===== config.mk =====
export PLATFORM = sky130hd
export DESIGN_NAME = serial_adder_flat
export DESIGN_NICKNAME = d
export VERILOG_FILES = /design/src/rtl/serial_adder_if.sv /design/src/rtl/serial_adder.sv /design/src/flat_wrapper.sv
export SDC_FILE = /design/constraint.sdc
export NUM_CORES = 1
export LEC_CHECK = 0
export BUFFER_PORTS_ARGS = -buffer_cell sky130_fd_sc_hd__buf_2
export CAP_MARGIN = 20
export CELL_PAD_IN_SITES_DETAIL_PLACEMENT = 0
export CELL_PAD_IN_SITES_GLOBAL_PLACEMENT = 1
export CORE_MARGIN = 4
export CORE_UTILIZATION = 25
export CTS_CLUSTER_DIAMETER = 40
export DETAILED_ROUTE_END_ITERATION = 10
export GPL_TIMING_DRIVEN = 1
export PLACE_DENSITY_LB_ADDON = 0.15
export SYNTH_ARGS = -nofsm -noshare
export SYNTH_HDL_FRONTEND = slang
export SYNTH_SLANG_ARGS = --single-unit

===== constraint.sdc =====
create_clock -name clk -period 1.7 [get_ports clk]
set_clock_uncertainty 0.05 [all_clocks]
set_input_delay 0.255 -clock clk [delete_from_list [all_inputs] [get_ports clk]]
set_output_delay 0.255 -clock clk [all_outputs]
set_load 0.005 [all_outputs]

===== src/rtl/serial_adder_if.sv =====
// rtl/serial_adder_if.sv - start/operand/result bundle for the bit-serial adder
interface serial_adder_if #(
    parameter int WIDTH = 8
);
    logic             start;
    logic [WIDTH-1:0] input1;
    logic [WIDTH-1:0] input2;
    logic [WIDTH-1:0] sum;
    logic             carry;
    logic             busy;
    logic             done;

    modport master (
        output start, input1, input2,
        input  sum, carry, busy, done
    );

    modport slave (
        input  start, input1, input2,
        output sum, carry, busy, done
    );
endinterface


===== src/rtl/serial_adder.sv =====
// rtl/serial_adder.sv - bit-serial WIDTH-bit adder built from two half adders and a carry flop
module serial_adder #(
    parameter int WIDTH = 8
) (
    input  logic           clk,
    input  logic           reset,
    serial_adder_if.slave  bus
);
    localparam int CW = (WIDTH > 1) ? $clog2(WIDTH) : 1;

    typedef enum logic [1:0] {
        IDLE  = 2'd0,
        SHIFT = 2'd1,
        DONE  = 2'd2
    } state_t;

    state_t           state_q, state_d;
    logic [WIDTH-1:0] a_q, a_d;
    logic [WIDTH-1:0] b_q, b_d;
    logic [WIDTH-1:0] ps_q, ps_d;
    logic [WIDTH-1:0] sum_q, sum_d;
    logic             cflop_q, cflop_d;
    logic             carry_q, carry_d;
    logic [CW-1:0]    cnt_q, cnt_d;

    // Half adder primitive: returns {carry, sum}
    function automatic logic [1:0] half_add(input logic x, input logic y);
        return {x & y, x ^ y};
    endfunction

    logic [1:0]       ha0, ha1;
    logic             sum_bit;
    logic             carry_next;
    logic [WIDTH-1:0] ps_next;

    // Full adder slice for the current LSB pair
    always_comb begin
        ha0        = half_add(a_q[0], b_q[0]);
        ha1        = half_add(ha0[0], cflop_q);
        sum_bit    = ha1[0];
        carry_next = ha0[1] | ha1[1];
        ps_next    = {sum_bit, ps_q[WIDTH-1:1]};
    end

    // Next-state and datapath update; results only move on the last shift
    always_comb begin
        state_d = state_q;
        a_d     = a_q;
        b_d     = b_q;
        ps_d    = ps_q;
        cflop_d = cflop_q;
        cnt_d   = cnt_q;
        sum_d   = sum_q;
        carry_d = carry_q;
        case (state_q)
            IDLE, DONE: begin
                if (bus.start) begin
                    state_d = SHIFT;
                    a_d     = bus.input1;
                    b_d     = bus.input2;
                    ps_d    = '0;
                    cflop_d = 1'b0;
                    cnt_d   = '0;
                end else begin
                    state_d = IDLE;
                end
            end
            SHIFT: begin
                a_d     = a_q >> 1;
                b_d     = b_q >> 1;
                ps_d    = ps_next;
                cflop_d = carry_next;
                cnt_d   = cnt_q + 1'b1;
                if (cnt_q == CW'(WIDTH - 1)) begin
                    state_d = DONE;
                    sum_d   = ps_next;
                    carry_d = carry_next;
                end
            end
            default: state_d = IDLE;
        endcase
    end

    // State and datapath registers with asynchronous clear
    always_ff @(posedge clk or posedge reset) begin
        if (reset) begin
            state_q <= IDLE;
            a_q     <= '0;
            b_q     <= '0;
            ps_q    <= '0;
            cflop_q <= 1'b0;
            cnt_q   <= '0;
            sum_q   <= '0;
            carry_q <= 1'b0;
        end else begin
            state_q <= state_d;
            a_q     <= a_d;
            b_q     <= b_d;
            ps_q    <= ps_d;
            cflop_q <= cflop_d;
            cnt_q   <= cnt_d;
            sum_q   <= sum_d;
            carry_q <= carry_d;
        end
    end

    assign bus.sum   = sum_q;
    assign bus.carry = carry_q;
    assign bus.busy  = (state_q == SHIFT);
    assign bus.done  = (state_q == DONE);
endmodule


===== src/flat_wrapper.sv =====
// flat-port wrapper written by rule: the top's interface ports become plain ports
module serial_adder_flat 
#(
    parameter int WIDTH = 8
)
  (clk, reset, bus_start, bus_input1, bus_input2, bus_sum, bus_carry, bus_busy, bus_done);
  serial_adder_if #(.WIDTH(WIDTH)) bus_i ();
  input  logic clk;
  input  logic reset;
  input wire logic [$bits(bus_i.start)-1:0] bus_start;
  input wire logic [$bits(bus_i.input1)-1:0] bus_input1;
  input wire logic [$bits(bus_i.input2)-1:0] bus_input2;
  output wire logic [$bits(bus_i.sum)-1:0] bus_sum;
  output wire logic [$bits(bus_i.carry)-1:0] bus_carry;
  output wire logic [$bits(bus_i.busy)-1:0] bus_busy;
  output wire logic [$bits(bus_i.done)-1:0] bus_done;
  assign bus_i.start = bus_start;
  assign bus_i.input1 = bus_input1;
  assign bus_i.input2 = bus_input2;
  assign bus_sum = bus_i.sum;
  assign bus_carry = bus_i.carry;
  assign bus_busy = bus_i.busy;
  assign bus_done = bus_i.done;
  serial_adder #(.WIDTH(WIDTH)) u_core (.clk(clk), .reset(reset), .bus(bus_i));
endmodule

---- After elaboration in Yosys (flattened, before gate mapping) ----
Index checks and enable logic that the tools add are counted.
storage, ports and cells
  register bits after elaboration ......... 39
  output and inout bits ................... 11
cells by class
  $add $sub $neg .......................... 1
  equality and inequality tests ........... 5
  mux-type cells .......................... 13
  bitwise gates (word level) .............. 5
  reduce and logical (&&, ||, !) cells .... 5
operator list
  kind                 number
  $pmux 8 s2           3
  $mux 8               3
  $pmux 3 s2           1
  $pmux 2 s2           1
  $reduce_and 2->1     2
  $add 3x1->3 const B  1
  $eq 3x3->1 const B   1
  $mux 3               1
  $and 1x1->1          2
  $eq 2x1->1 const B   1
  $eq 2x2->1 const B   1
  $logic_not 2->1      1
  $mux 1               2
  $mux 2               1
  $ne 2x1->1 const B   1
  $ne 2x2->1 const B   1
  $pmux 1 s2           1
  $reduce_bool 2->1    1
  $reduce_or 2->1      1
  $xor 1x1->1          2
  $or 1x1->1           1

---- Logic depth before layout (Yosys ltp) ----
  depth after elaboration ................. 4
  mapped depth ............................ 5
  gate-level depth less buffers ........... 4

---- Worst setup path after synthesis ----
No wires, ideal clock.
  kind .................................... register -> register
  from .................................... reg u_core.cnt_q[0]
  to ...................................... reg u_core.carry_q, in the netlist u_core.bus.carry
  data arrival time ....................... 1,248 ps
  slack ................................... 277 ps
  stages on the path, launching flop included .. 5
  clock period less this slack ............ 1,423 ps
  path through ............................ dfrtp_1 > ha_1 > ha_1 > nand2_4 > mux2_4
between the ends
  longest elaborated chain between the ends .. 2
RTL lines
  element                     line                 RTL
  start, declared             serial_adder.sv:24   logic [CW-1:0] cnt_q, cnt_d;
  start signal, assigned      serial_adder.sv:101  cnt_q <= cnt_d;
  $eq 3x3->1                  serial_adder.sv:74   if (cnt_q == CW'(WIDTH - 1)) begin
  $reduce_and 2->1 (no line)  --
  end signal, assigned        serial_adder.sv:103  carry_q <= carry_d;
  end, declared               serial_adder.sv:23   logic carry_q, carry_d;
No other way between the ends.
A chain may end at the register's enable or synchronous reset.

---- Final worst setup path ----
  from .................................... reg u_core.state_q[1]
  to ...................................... out bus_done
between the ends
  longest elaborated chain between the ends .. 1
RTL lines
  element                 line                 RTL
  start, declared         serial_adder.sv:17   state_t state_q, state_d;
  start signal, assigned  serial_adder.sv:96   state_q <= state_d;
  $eq 2x2->1              serial_adder.sv:110  assign bus.done = (state_q == DONE);
  end, declared           flat_wrapper.sv:16   output wire logic [$bits(bus_i.done)-1:0] bus_done;
No other way between the ends.

==> key figures <==
Clock network
  – CTS tree: done
  – Number of buffers inserted during clock tree synthesis: 5
  – H-tree depth reported by CTS: 2
  – Hold-fix buffer count after cts: 0
  – Buffers inserted by post-CTS timing repair: 0
  – CTS Buffer Depth: 2
  – Reg clk slew, reported paths: 0.08 ns
  – Root buffer selected by CTS: sky130_fd_sc_hd__clkbuf_8
  – Clk Latency, worst-skew pair: roughly 0.28 ns
  – Clock sink total: 38
  – Post-CTS Resized: 0

Floorplanning
  – Core ar.: approximately 7000 um^2
  – Starting utilization of the core area: 26.25%
  – # IOs: 30
  – Die Wd: between 90 and 100 um
  – Num rows: 30
  – Die Footprint: 8679 um^2
  – Overall die height: slightly above 90 um

Layout
  – Fillers: 717
  – Share of post-route cells with drive strength above 1: just under 30%
  – Area occupied by registers: between 900 and 1000 um^2
  – Antenna diode count: 0
  – Net count of the finished layout: 199
  – Area taken by multi-input logic gates: 787.0 um^2
  – P&R area growth vs syn: 20.84%

Global route
  – Maximum number of pins on one net before global-route repair: 39
  – Global-route total usage across every layer: 9.074%
  – Global route total overflow: 0
  – Global-route wire length before repair: 6.223 mm
  – Number of antenna violations at the first check in global routing: 0
  – Via count of the first global-routing pass: 1296

STA
  – Transition time at the pin with the least slew margin: between 0.5 and 0.6 ns
  – Unrepaired setup endpoints after global routing: false
  – Final number of max-transition violations: 0
  – Hold Violations, Final: 0
  – Total Negative Setup Slacks: 0 ns
  – Final period demand of the worst path: between 1.5 and 2 ns
  – Upper clock frequency limit: 650.1 MHz
  – Setup violations, final: 0
  – Period Utilization, post-route: 90.48%
  – Slack of the critical path: 0.1619 ns
  – Relative slew slack: around two thirds

Pwr
  – Maximum ir drop on the vdd rail: about 0.65 mV
  – Pwr per Cell Area: 1774 nW/um^2
  – Total leakage power: 1.007 nW

Yosys
  – Sequential share of the synthesized area: 52.45%
  – Register bit total from synthesis: 38
  – Number of library cell types mapped by synthesis: 25
  – Synth Area per Inst: 12.33 um^2
  – Total number of yosys warnings: 0
  – Post-synth net total: roughly 170
  – Synthesized area: 1813 um^2
  – Post-Synthesis Cells: 147

Critical path
  – Crit path cell chain: buf_4, nor2b_1, buf_2
  – CP endpoint kind: output port
  – Startpoint type of the worst setup path: register
  – R2R Setup Slk: 0.20 ns
  – Stage delay of the slowest cell on the critical path: 0.35 ns
  – Critical Path Sink: bus_done
  – Worst path required time: between 1 and 1.5 ns
  – Cell type of the slowest stage on the worst timing path: sky130_fd_sc_hd__dfrtp_1
  – Crit Reg-Reg Endpoint: u_core.bus.sum[1]
  – Type of the worst setup path: reg2out
  – Data arrival time of the critical path: 1.23 ns
  – Reg2reg start: u_core.cnt_q[0]
  – Largest fanout on the critical path: 19
  – Source of the critical timing path: u_core.state_q[1]
  – FF-to-FF path depth: 4

Hold path
  – Class of the tightest hold or removal check: in2async

Routing
  – DRC violations left: 0
  – Initial detailed-routing violation count: 35
  – Number of iterations in the first detailed-routing pass: 3
  – Detail-routed via count per cell: 4.332
  – Via count of the routed design: 1187
  – Wire length per cell after detailed routing: 12.95 um
  – Aggregate routed wire length: 3.548 mm
  – Antenna viol nets, final: 0

Outcome
  – Outcome: finished, final reports clean

Job
  – Max-cap check violation count: 0

Place
  – GP Congestion: 0.6806
  – Post-placement setup slack: 0.2057 ns
  – HPWL Detailed: 2.480 mm
  – Count of buffers inserted at the top-level ports: 29
worst max-delay path: cells and delay by family, from the launching register on:
kind | cells | cell delay [ns]
flip-flops | 1 | 0.35
buffers and inverters | 2 | 0.42
AND/OR/NAND/NOR | 1 | 0.18
synthesized netlist by cell type:
cell                        n  share of area (%)
sky130_fd_sc_hd__dfrtp_1   38                 52
sky130_fd_sc_hd__mux2i_1   16                8.8
sky130_fd_sc_hd__nor2b_1   13                4.5
sky130_fd_sc_hd__a211oi_1  12                5.0
sky130_fd_sc_hd__a21oi_1   12                3.3
sky130_fd_sc_hd__a22o_1     9                4.3
sky130_fd_sc_hd__mux2_4     9                7.5
sky130_fd_sc_hd__o21ai_0    6                1.7
sky130_fd_sc_hd__buf_4      5                2.1
sky130_fd_sc_hd__inv_1      4               0.83
sky130_fd_sc_hd__nand2_1    4               0.83
sky130_fd_sc_hd__buf_2      3               0.83
sky130_fd_sc_hd__clkbuf_1   2               0.41
sky130_fd_sc_hd__ha_1       2                1.4
sky130_fd_sc_hd__nand3_1    2               0.55
sky130_fd_sc_hd__a21o_1     1               0.41
sky130_fd_sc_hd__a21oi_4    1               0.90
sky130_fd_sc_hd__a221o_1    1               0.55
sky130_fd_sc_hd__and2b_4    1               0.55
sky130_fd_sc_hd__and3_1     1               0.35
sky130_fd_sc_hd__fa_1       1                1.1
sky130_fd_sc_hd__nand2_4    1               0.62
sky130_fd_sc_hd__nand3b_1   1               0.41
sky130_fd_sc_hd__nor2_1     1               0.21
sky130_fd_sc_hd__xor2_1     1               0.48
registers in the layout, summed over array words and instances (netlist names):
signal            count
u_core.bus.carry      1
u_core.a_q            8
u_core.b_q            8
u_core.bus.sum        8
u_core.ps_q           7
u_core.cnt_q          3
u_core.state_q        2
u_core.cflop_q        1
cell usage in the layout (no fill, tap or decap), types with 6 or more instances in the layout:
cell type,n
sky130_fd_sc_hd__clkbuf_8,6
sky130_fd_sc_hd__nor2b_1,13
sky130_fd_sc_hd__a21oi_1,12
sky130_fd_sc_hd__buf_2,29
sky130_fd_sc_hd__dfrtp_1,38
sky130_fd_sc_hd__a22o_1,9
sky130_fd_sc_hd__mux2i_1,16
sky130_fd_sc_hd__o21ai_0,6
sky130_fd_sc_hd__a211oi_1,12
sky130_fd_sc_hd__mux2_4,9
cells by family after synthesis:
group | share of synthesized area (%)
xor+xnor | 0.4832
simple gates | 8.006
mux | 16.29
compound gates | 16.15
buf+inv | 4.141
flops | 52.45
fa+ha+maj | 2.484
per-stage QoR:
| stage | power [mW] | hold WS, ns | util, % | cell area, um^2 | std cells |
|---|---|---|---|---|---|
| 2_1_floorplan | 2.622 | 0.3870 | - | 1813 | 147 |
| 3_3_place_gp | 2.948 | 0.3494 | 29.66 | 2048 | 266 |
| 4_1_cts | 3.965 | 0.04797 | 31.72 | 2191 | 274 |
| 5_1_grt | 4.221 | 0.09164 | 31.72 | 2191 | 274 |
| 6_report | 3.887 | 0.02292 | 31.72 | 2191 | 274 |
| 3_5_place_dp | 2.999 | 0.3605 | 29.66 | 2048 | 266 |
metal layers:
metal / track usage, % / wire (um) / up-vias
met3: 3.057 / 210 / 2
li1: - / - / 594
met4: 2.930 / 25 / 0
met2: 14.28 / 1605 / 24
met1: 11.73 / 1707 / 567
met5: 0 / 0 / -
report_power, final:
group          switching (mW)  leakage (nW)  internal (mW)
clock network           0.312        0.0714          0.626
logic                   0.602         0.464          0.728
registers               0.300         0.471           1.32
how the worst min path moves through the flow:
| stage | start | depth (start not counted) | endpoint |
|---|---|---|---|
| after floorplan | bus_input1[6] | 2 | u_core.a_q[6] |
| after global placement | reset | 3 | u_core.bus.sum[7] |
| after detailed placement | reset | 3 | u_core.bus.sum[6] |
| after CTS | reset | 3 | u_core.bus.sum[6] |
| after global routing | reset | 3 | u_core.bus.sum[0] |
| final | reset | 3 | u_core.bus.sum[6] |
layout make-up:
class                      instances  area share [%]
sequential                        38           43.40
clock inverter                     2           2.741
timing repair buffer              33           7.995
clock buffer                       6           3.769
multi-input combinational         95           35.92
tap                               96           5.483
inverter                           4          0.6853
Note: power is estimated with default switching activity, not from simulation.
